**src/rtl/instr_fetch.sv**
```systemverilog
// Fetch stage: one outstanding imem request, presents one instruction at a time to decode.
// Redirects that land while a fetch is in flight are parked in pending until that response drains.
module instr_fetch #(
  parameter logic [31:0] RESET_PC = 32'h0000_0000
) (
  input  logic        clk,
  input  logic        reset,
  output logic        imem_req,
  output logic [31:0] imem_addr,
  input  logic        imem_ack,
  input  logic [31:0] imem_rdata,
  input  logic        stall,
  input  logic        redirect,
  input  logic [31:0] redirect_pc,
  output logic [31:0] instr,
  output logic        instr_valid,
  output logic [31:0] pc_out,
  output logic [31:0] pc_plus8
);

  typedef enum logic [1:0] {FETCH, OUT, DROP} state_t;

  state_t      state_q, state_d;
  logic        active_q, active_d;
  logic [31:0] pc_q, pc_d;
  logic [31:0] pending_q, pending_d;
  logic [31:0] instr_q, instr_d;
  logic [31:0] pc_out_q, pc_out_d;
  logic [31:0] redirect_tgt;

  assign redirect_tgt = redirect_pc & 32'hFFFF_FFFC;

  // active_q keeps imem_req low until the first edge after reset release.
  always_ff @(posedge clk or negedge reset) begin
    if (!reset) begin
      state_q  <= FETCH;
      active_q <= 1'b0;
    end else begin
      state_q  <= state_d;
      active_q <= active_d;
    end
  end

  always_ff @(posedge clk or negedge reset) begin
    if (!reset) begin
      pc_q      <= RESET_PC;
      pending_q <= 32'h0;
      instr_q   <= 32'h0;
      pc_out_q  <= 32'h0;
    end else begin
      pc_q      <= pc_d;
      pending_q <= pending_d;
      instr_q   <= instr_d;
      pc_out_q  <= pc_out_d;
    end
  end

  always_comb begin
    state_d  = state_q;
    active_d = 1'b1;
    case (state_q)
      FETCH: begin
        if (imem_ack && !redirect) state_d = OUT;
        else if (!imem_ack && redirect) state_d = DROP;
      end
      OUT: begin
        if (redirect || !stall) state_d = FETCH;
      end
      DROP: begin
        if (imem_ack) state_d = FETCH;
      end
      default: state_d = FETCH;
    endcase
  end

  always_comb begin
    pc_d      = pc_q;
    pending_d = pending_q;
    instr_d   = instr_q;
    pc_out_d  = pc_out_q;
    case (state_q)
      FETCH: begin
        if (imem_ack && !redirect) begin
          instr_d  = imem_rdata;
          pc_out_d = pc_q;
          pc_d     = pc_q + 32'd4;
        end else if (imem_ack && redirect) begin
          pc_d = redirect_tgt;
        end else if (redirect) begin
          pending_d = redirect_tgt;
        end
      end
      OUT: begin
        if (redirect) pc_d = redirect_tgt;
      end
      DROP: begin
        // A redirect in the ack cycle is newer than anything already parked.
        if (redirect) pending_d = redirect_tgt;
        if (imem_ack) pc_d = redirect ? redirect_tgt : pending_q;
      end
      default: ;
    endcase
  end

  always_comb begin
    imem_req    = active_q && (state_q != OUT);
    imem_addr   = pc_q;
    instr_valid = (state_q == OUT);
    instr       = instr_q;
    pc_out      = pc_out_q;
    pc_plus8    = pc_out_q + 32'd8;
  end

endmodule

```
**config.mk**
```make
export PLATFORM = sky130hd
export DESIGN_NAME = instr_fetch
export DESIGN_NICKNAME = d
export VERILOG_FILES = /design/src/rtl/instr_fetch.sv
export SDC_FILE = /design/constraint.sdc
export NUM_CORES = 1
export LEC_CHECK = 0
export CAP_MARGIN = 15
export CORE_MARGIN = 2
export CORE_UTILIZATION = 30
export DETAILED_ROUTE_END_ITERATION = 7
export GPL_TIMING_DRIVEN = 0
export MAX_ROUTING_LAYER = met4
export PLACE_DENSITY_LB_ADDON = 0.15
export RECOVER_POWER = 25
export SLEW_MARGIN = 10
export SYNTH_ARGS = -nofsm -noshare
export SYNTH_HDL_FRONTEND = slang
export SYNTH_SLANG_ARGS = --single-unit
export TNS_END_PERCENT = 30
```
**constraint.sdc**
```tcl
create_clock -name clk -period 2.7 [get_ports clk]
set_input_delay 0.54 -clock clk [delete_from_list [all_inputs] [get_ports clk]]
set_output_delay 0.54 -clock clk [all_outputs]
set_load 0.03 [all_outputs]
```
==> results.md, run 1 <==
- Vias in the first global route: 5,820
- Total number of vias: 6,129
- Critical path endpoint category: output port
- Outcome: finished, violations left
- Min-Delay Path Class: register to register
- PortBufs: 196
- Cell Count, Final, Fillers Out: 1,214
- CTS sink cnt: 131
- Root Driver: clkbuf_16
- CP Data Required Time: 2.16 ns
- RD Place Congestion: 0.858
- Synth cell count leaders: dfrtp_1, mux2_2, nor2_1
- DRT iter0 DRCs: 517
- CP arrival: 2.16 ns
- Die Y-Extent: 157 um
- Leak Pwr: 4.19 nW
- Die Area: 24,500 um2
- RSZ-0062 raised after global routing: yes
- Ys flop type: dfrtp_1
- Worst slack, placed: -1.00 ns
- Die width: 157 um
- Crit Path Class: register to output port
- All-Layer GR Usage: 0.192
- Average size of a mapped cell: 10.7 um2
- Power per cell area: 1380 nW/um2
- Placed Area: 9370 um2
- Fillers: 2,238
- Area grow syn2layout: 46.6%
- Worst-Margin Slew: 1.67 ns
- Register area share after synthesis: 0.469
- Gr ovfl total: 0
- Ports: 199
- First-pass GRT wire length: 34,900 um
- Cts bufs inserted: 17
- Clock skew: 0.00949 ns
- Initial Util: 0.307
- Largest net degree at the start of global routing: 69
- Worst hold margin: 0.486 ns
- CP startpoint kind: register
- Failing checks: max-capacitance violations, max-slew violations
- CTS Buffer Depth: 2
- Most instantiated library cell after synthesis: dfrtp_1
- Max cap viols: 1
- #FFs+latches synth: 131
- WL per Instance: 18.7 um
- Via-per-instance ratio: 5.05
- Mapped Area: 6980 um2
- Peak supply drop: 0.000416 V
- Clk_lat worst skew: 0.43 ns
- Mapped Cells: 651
- Remaining antenna violation count: 0
- Library cells used by synthesis: 62
- Core ar.: 22,800 um2
- H-Tree Depth: 4
- Seq. cell area: 3290 um2
- Asr flop ratio synth: 1.00
- Final WL: 22,700 um
- Max-slew headroom: -0.116
- Final setup margin: 0.000931 ns
- Period minus WS final: 2.70 ns
- Post-synth EDFFs: 0
- Cell area after layout: 10,200 um2
- Synth area leader: dfrtp_1
- Num rows: 55
- Register-to-Register Setup Slack: 0.18 ns
- Synth warn: 0
- Net count, final: 966
- Pre-antenna DRT Iters: 5
- Largest cells by area after synthesis: dfrtp_1, mux2_2, nor2_1
- Fin crit share: 1.00
- DP HPWL: 16,700 um
- Fin. Hold Viols: 0
- Footprint of the multi-input gates: 3640 um2
- Antenna violations before repair: 0
- Share of the synthesized area in the top cell type: 0.469
- CTS tree: yes
- Final setup vio count: 0
- Clk slew on worst S/H paths: 0.06 ns
- Placed Cells: 1,161
- Achievable frequency: 0.370 GHz
- Max-slew violation count: 64
- Mapped Nets: 728
- N_diodes: 0
- Layout cell share with drive strength beyond 1: 0.274
- Drt drc: 0
- Crit Path Max Fanout: 4
[metrics by stage]
stage / TNS (ns) / total power [mW] / util
2_1_floorplan: 0 / 8.53 / -
3_3_place_gp: -654.81 / 11.7 / 0.410
3_5_place_dp: -64.23 / 11.7 / 0.411
4_1_cts: -0.373 / 14.0 / 0.442
5_1_grt: -0.266 / 14.9 / 0.449
6_report: 0 / 14.1 / 0.449
[routing by layer]
metal,global-route usage,share of wire,up-vias
met3,0.0338,0.051,18
met5,-,0,-
met4,0.0489,0.013,0
met1,0.263,0.46,3041
met2,0.296,0.47,188
li1,-,-,2882
[layout make-up]
| cell class | instances | share of cell area |
|---|---|---|
| inverters | 10 | 0.00367 |
| multi-input cells | 472 | 0.356 |
| clock inverters | 14 | 0.0138 |
| clock buffers | 17 | 0.0415 |
| flip-flops and latches | 131 | 0.322 |
| plain buffers | 37 | 0.0203 |
| repair buffers | 220 | 0.205 |
| well taps | 313 | 0.0382 |
[final timing paths]
kind                         startpoint       endpoint  cells after the start
setup / recovery              pc_out[4]   pc_plus8[31]                      7
hold / removal             pending_q[1]   pending_q[1]                      1
setup reg to reg             state_q[0]  imem_addr[30]                      7
hold reg to reg            pending_q[1]   pending_q[1]                      1
max in group asynchronous         reset     pc_out[15]                      1
min in group asynchronous         reset      instr[29]                      1
[timing repair]
item / CTS / global route
buffers inserted: 11 / 12
endpoints found under the setup margin: 83 / 109
hold buffers: 0 / 0
resized for setup: 114 / 54
pin swaps: 5 / 7
[power by group]
part | total, mW | switching (mW) | internal, mW
sequential | 3.91 | 0.967 | 2.94
clock | 2.24 | 0.890 | 1.35
combinational | 7.98 | 4.51 | 3.48
[flip-flops by register name, indices dropped and copies added, names as in the netlist]
name,flops
active_q,1
pending_q,32
state_q,2
pc_out,32
instr,32
imem_addr,32
[critical path: stages, from the launching register on]
cell and delay [ns]:
dfrtp_2 0.43, ha_4 0.16, and4_4 0.24, nor2b_4 0.25, nand3_4 0.16, nor2_4 0.15
xor2_1 0.16, buf_4 0.18
[cell families after synthesis]
family                     Yosys count  share of synthesized area
DFF                                131                      0.469
buffers and inverters               48                     0.0315
other                                1                   0.000537
and+or+nand+nor                    200                      0.152
xor gates and xnor gates            35                     0.0439
AOI/OAI and AO/OA                  126                      0.125
muxes                              102                      0.164
adders and majority gates            8                     0.0143
[placed cells by master (no fill, tap or decap), types with 16 or more instances in the layout]
cell / instances
nand2_1: 45
o21ai_0: 33
clkdlybuf4s50_1: 170
buf_2: 20
xnor2_1: 18
a22oi_1: 19
clkbuf_16: 17
xor2_1: 17
nand3_1: 29
nor2_1: 42
mux2_2: 98
buf_4: 32
nand4_1: 16
dfrtp_1: 118
No activity file was read; power rests on OpenSTA's default activity.
==> run 2, diff against run 1 <==
--- a/config.mk
+++ b/config.mk
@@ -6,6 +6,8 @@
 export NUM_CORES = 1
 export LEC_CHECK = 0
 export CAP_MARGIN = 15
+export CELL_PAD_IN_SITES_DETAIL_PLACEMENT = 0
+export CELL_PAD_IN_SITES_GLOBAL_PLACEMENT = 1
 export CORE_MARGIN = 2
 export CORE_UTILIZATION = 30
 export DETAILED_ROUTE_END_ITERATION = 7
==> run 2 against run 1 <==
The run still ends with max-capacitance violations, max-slew violations left. Cell count decreased by 0.33%. Routed wire length increased by 6.8%. Design area about the same. Clock power increased by 7%. Critical endpoint is now pc_plus8[10].
==> results.md, run 2 (synthesis results as in run 1) <==
- CP arrival: 2.12 ns (-0.04 ns)
- Outcome: finished, violations left
- CP peak stage delay: 0.43 ns (about the same)
- Period minus WS final: 2.66 ns (-0.0358 ns)
- Vias in the first global route: 6,232 (+7.1%)
- Leak Pwr: 4.20 nW (+0.29%)
- H-Tree Depth: 4 (unchanged)
- RSZ-0062 raised after global routing: yes
- Crit Path Class: register to output port
- Area grow syn2layout: 46.6% (about the same)
- Worst-path cell chain: nand3_2, nor3_4, buf_4, buf_4, xor2_1, clkdlybuf4s15_2
- Achievable frequency: 0.375 GHz (+1.3%)
- Peak supply drop: 0.000523 V (+26%)
- Die width: 157 um (unchanged)
- Worst Reg-to-Reg Cells: 7 (unchanged)
- PortBufs: 196 (unchanged)
- Critical path endpoint category: output port
- First-pass GRT wire length: 37,000 um (+6.1%)
- Final setup margin: 0.0368 ns (+0.0358 ns)
- Reg-to-reg startpoint: state_q[0]
- Failing checks: max-capacitance violations, max-slew violations
- Die Area: 24,500 um2 (unchanged)
- WL per Instance: 20.1 um (+7.2%)
- Core ar.: 22,800 um2 (unchanged)
- Gr ovfl total: 0 (unchanged)
- Commonest cells after routing, fill and taps aside: clkdlybuf4s50_1, dfrtp_1, mux2_2, nor2_1, nand2_1
- Clock skew: 0.0126 ns (+0.00309 ns)
- DP HPWL: 17,600 um (+5.6%)
- Initial Util: 0.307 (unchanged)
- CP Data Required Time: 2.16 ns (about the same)
- Num rows: 55 (unchanged)
- Final WL: 24,300 um (+6.8%)
- Root Driver: clkbuf_16
- Worst hold margin: 0.484 ns (-0.00133 ns)
- Most frequent CP cell: buf_4
- CP max-delay cell: dfrtp_2
- Layout cell share with drive strength beyond 1: 0.270 (-0.00435)
- N_diodes: 0 (unchanged)
- Clk_lat worst skew: 0.43 ns (about the same)
- Fin crit share: 0.986 (-0.0133)
- Cell Count, Final, Fillers Out: 1,210 (-0.33%)
- DRT iter0 DRCs: 381 (-26%)
- Cts bufs inserted: 17 (unchanged)
- CP delay by family, top: buffers and inverters
- CTS tree: yes
- Ports: 199 (unchanged)
- Net count, final: 961 (-0.52%)
- Max cap viols: 1 (unchanged)
- Pre-antenna DRT Iters: 5 (unchanged)
- Crit path buf inv count: 3 (+2)
- All-Layer GR Usage: 0.207 (+0.0147)
- Final Power: 14.3 mW (+1.4%)
- Hold_buf cts: 0 (unchanged)
- Crit Path Max Fanout: 3 (-1)
- Fin. Hold Viols: 0 (unchanged)
- R2r endpoint: imem_addr[14]
- RD Place Congestion: 0.860 (+0.26%)
- Via-per-instance ratio: 5.10 (+1.1%)
- CTS sink cnt: 131 (unchanged)
- Placed Cells: 1,161 (unchanged)
- Min-Delay Path Class: register to register
- Power per cell area: 1400 nW/um2 (+1.4%)
- Remaining antenna violation count: 0 (unchanged)
- Worst slack, placed: -1.00 ns (+0.00284 ns)
- Drt drc: 0 (unchanged)
- Worst hold start: pending_q[0]
- Hold EP: pending_q[0]
- CP startpoint kind: register
- CTS Buffer Depth: 2 (unchanged)
- Worst-Margin Slew: 1.91 ns (+0.235 ns)
- Commonest non-fill, non-tap cell in the layout: clkdlybuf4s50_1
- Register-to-Register Setup Slack: 0.19 ns (about the same)
- Antenna violations before repair: 1 (+1)
- Largest net degree at the start of global routing: 72 (+4.3%)
- Worst Hold Path Cells: 1 (unchanged)
- Die Y-Extent: 157 um (unchanged)
- Total number of vias: 6,174 (+0.73%)
- Final setup vio count: 0 (unchanged)
- Max-slew violation count: 71 (+11%)
- Max-slew headroom: -0.272 (-0.157)
- Clk slew on worst S/H paths: 0.07 ns (about the same)
run 2: power by group:
part           total, mW  internal, mW  leakage [nW]  switching [mW]
combinational       7.95          3.42          2.34            4.53
sequential          3.98          2.94          1.56            1.04
clock               2.40          1.41         0.292           0.983
total               14.3          7.78          4.20            6.55
run 2: per-stage QoR:
stage,setup TNS [ns],cell area [um2],utilization
floorplan,0,6980,-
global placement,-635.78,9340,0.410
detailed placement,-68.98,9370,0.411
CTS,0,10100,0.445
global route,-0.503,10200,0.449
finish,0,10200,0.449
run 2: worst max-delay path by stage:
stage                   endpoint  cells after the start       start
CTS                 pc_plus8[20]                      8  pc_out[13]
finish              pc_plus8[10]                      6   pc_out[3]
detailed placement      instr[9]                      9    redirect
global placement      pc_out[25]                      1       reset
global route        pc_plus8[31]                      7   pc_out[4]
floorplan           pc_plus8[27]                      5  pc_out[10]
run 2: area by class of cell:
class,instances,area [um2]
Buffer,38,215
Clock buffer,18,439
Clock inverter,14,168
Fill cell,2161,12500
Inverter,10,37.5
Multi-Input combinational cell,472,3650
Sequential cell,131,3290
Tap cell,313,392
Timing Repair Buffer,214,2040
run 2: repair_timing:
item	CTS	global route
pin swaps	6	10
setup buffers	10	7
resized for setup	128	62
setup endpoints to repair	90	100
run 2: routing by layer:
layer | global-route usage | share of wire | vias up
li1 | - | - | 2864
met1 | 0.267 | 0.45 | 3057
met2 | 0.330 | 0.48 | 226
met3 | 0.0379 | 0.049 | 27
met4 | 0.0673 | 0.022 | 0
met5 | - | 0 | -
==> run 3, diff against run 2 <==
==> constraint.sdc (replaced) <==
create_clock -name clk -period 3.2 [get_ports clk]
set_input_delay 0.64 -clock clk [delete_from_list [all_inputs] [get_ports clk]]
set_output_delay 0.64 -clock clk [all_outputs]
set_load 0.03 [all_outputs]
==> run 3 against run 2 <==
The run still ends with max-capacitance violations, max-slew violations left. Design area fell by 2.1%. Combinational power is 18% lower. Clock skew decreased by 0.00059 ns. Non-clock buffer count is 12 lower. First-iteration DRC count shrank 6.6%.
==> results.md, run 3 (synthesis results as in run 1) <==
- Worst-Margin Slew: 1.83 ns (-0.0745 ns)
- Vias in the first global route: 6,194 (-0.61%)
- Peak supply drop: 0.000439 V (-16%)
- Power per cell area: 1190 nW/um2 (-15%)
- Ports: 199 (unchanged)
- H-Tree Depth: 4 (unchanged)
- Placed Cells: 1,161 (unchanged)
- Worst slack, placed: -0.600 ns (+0.400 ns)
- Pre-antenna DRT Iters: 8 (+3)
- First-pass GRT wire length: 36,700 um (-0.93%)
- Root Driver: clkbuf_16
- Cts bufs inserted: 17 (unchanged)
- Outcome: finished, violations left
- Antenna violations before repair: 1 (unchanged)
- Fin crit share: 0.956
- Clock power frac: 0.170 (+0.003)
- Initial Util: 0.307 (unchanged)
- Achievable frequency: 0.327 GHz
- Sequential Power Share: 0.281 (+0.004)
- Clk slew on worst S/H paths: 0.06 ns (about the same)
- Placed Area: 9370 um2 (unchanged)
- Worst-path cell chain: nand4_1, buf_4, nor4_4, nand2_1, nor2_1, xor2_1, clkdlybuf4s15_1
- Max cap viols: 1 (unchanged)
- WL per Instance: 20.0 um (-0.48%)
- CP arrival: 2.42 ns (+0.30 ns)
- Critical path endpoint category: output port
- Crit Path Class: register to output port
- Net count, final: 949 (-1.2%)
- Total number of vias: 6,125 (-0.79%)
- All-Layer GR Usage: 0.205 (-0.00189)
- Largest net degree at the start of global routing: 72 (unchanged)
- Post-layout util: 0.440 (-0.00956)
- Fin. Hold Viols: 0 (unchanged)
- Remaining antenna violation count: 0 (unchanged)
- Footprint of the multi-input gates: 3530 um2 (-3.3%)
- CTS sink cnt: 131 (unchanged)
- Die width: 157 um (unchanged)
- DP HPWL: 17,600 um (unchanged)
- Final setup margin: 0.140 ns (+0.103 ns)
- Final setup vio count: 0 (unchanged)
- P_int: 6.44 mW (-17%)
- Drt drc: 0 (unchanged)
- Crit Path Max Fanout: 7 (+4)
- CP delay by family, top: simple AND/OR/NAND/NOR gates
- Die Y-Extent: 157 um (unchanged)
- CP max-delay cell: dfrtp_1
- PortBufs: 196 (unchanged)
- Failing checks: max-capacitance violations, max-slew violations
- Clk_lat worst skew: 0.43 ns (about the same)
- Min-Delay Path Class: register to register
- Layout cell share with drive strength beyond 1: 0.206 (-0.0641)
- CP Data Required Time: 2.56 ns (+0.40 ns)
- RD Place Congestion: 0.860 (unchanged)
- CTS Buffer Depth: 2 (unchanged)
- Switching power total: 5.44 mW (-17%)
- Via-per-instance ratio: 5.11 (+0.20%)
- DRT iter0 DRCs: 356 (-6.6%)
- Max-slew headroom: -0.223 (+0.0497)
- Switching Fraction: 0.458 (+0.000886)
- Leak Pwr: 4.08 nW (-2.8%)
- Register-to-Register Setup Slack: 0.63 ns (+0.44 ns)
- Gr ovfl total: 0 (unchanged)
- Fillers: 2,177 (+0.74%)
- Max-slew violation count: 72 (+1.4%)
- Die Area: 24,500 um2 (unchanged)
- Num rows: 55 (unchanged)
- Crit path buf inv count: 2 (-1)
- N_diodes: 0 (unchanged)
- Final WL: 23,900 um (-1.5%)
- Hold_buf cts: 0 (unchanged)
- Commonest cells after routing, fill and taps aside: clkdlybuf4s50_1, dfrtp_1, mux2_2, nand2_1, nor2_1
- CP startpoint kind: register
- CTS tree: yes
- Clock skew: 0.0120 ns (-0.000592 ns)
- Area grow syn2layout: 43.5%
- Seq. cell area: 3280 um2 (-0.34%)
- Period minus WS final: 3.06 ns
- Worst hold margin: 0.483 ns (-0.00127 ns)
- Cell Count, Final, Fillers Out: 1,198 (-0.99%)
- Core ar.: 22,800 um2 (unchanged)
- Combinational power share: 0.549 (-0.006)
- RSZ-0062 raised after global routing: yes
- Cell area after layout: 10,000 um2 (-2.1%)
- CP peak stage delay: 0.46 ns (+0.03 ns)
- Commonest non-fill, non-tap cell in the layout: clkdlybuf4s50_1
## run 3: layer usage
layer / vias up / part of all wire / track usage
met2: 228 / 0.48 / 0.329
met4: 0 / 0.020 / 0.0668
met5: - / 0 / -
met1: 3024 / 0.45 / 0.263
met3: 26 / 0.052 / 0.0379
li1: 2847 / - / -
## run 3: power groups by stage
stage                     Clock, mW  Combinational (mW)  Sequential [mW]
after floorplan                   0                2.94             4.26
after global routing           2.15                6.96             3.48
after global placement            0                6.52             3.32
after CTS                      2.07                6.56             3.34
after detailed placement          0                6.60             3.37
final                          2.02                6.52             3.34
## run 3: area by class of cell
type / instances / share of cell area
clock inverter: 14 / 0.0167
timing repair buffer: 202 / 0.198
clock buffer: 18 / 0.0438
buffer: 38 / 0.0187
multi-input combinational: 472 / 0.352
inverter: 10 / 0.00375
tap: 313 / 0.0391
sequential: 131 / 0.327
## run 3: worst paths after layout
check / startpoint / end / depth (start not counted)
worst min register to register: pending_q[0] / pending_q[0] / 1
worst min-delay path: pending_q[0] / pending_q[0] / 1
min in group asynchronous: reset / instr[31] / 1
max in group asynchronous: reset / imem_addr[11] / 2
worst max-delay path: pc_out[10] / pc_plus8[28] / 7
worst max register to register: state_q[0] / imem_addr[15] / 6
## run 3: through the flow
stage	setup TNS, ns	total power [mW]
finish	0	11.9
global route	-0.280	12.6
CTS	0	12.0
detailed placement	-13.68	9.97
global placement	-530.33	9.84
floorplan	0	7.20
## run 3: repair_timing
action / CTS / global route
resized for setup: 38 / 15
pin swaps: 2 / 0
hold endpoints to repair: 0 / 0
setup endpoints to repair: 23 / 18
setup buffers: 5 / 0
## run 3: worst register-to-register path, stage by stage (launching register included)
cell,delay (ns)
dfrtp_1,0.40
inv_1,0.08
ha_1,0.41
clkbuf_1,0.53
clkbuf_1,0.61
a22oi_1,0.16
a22o_1,0.27
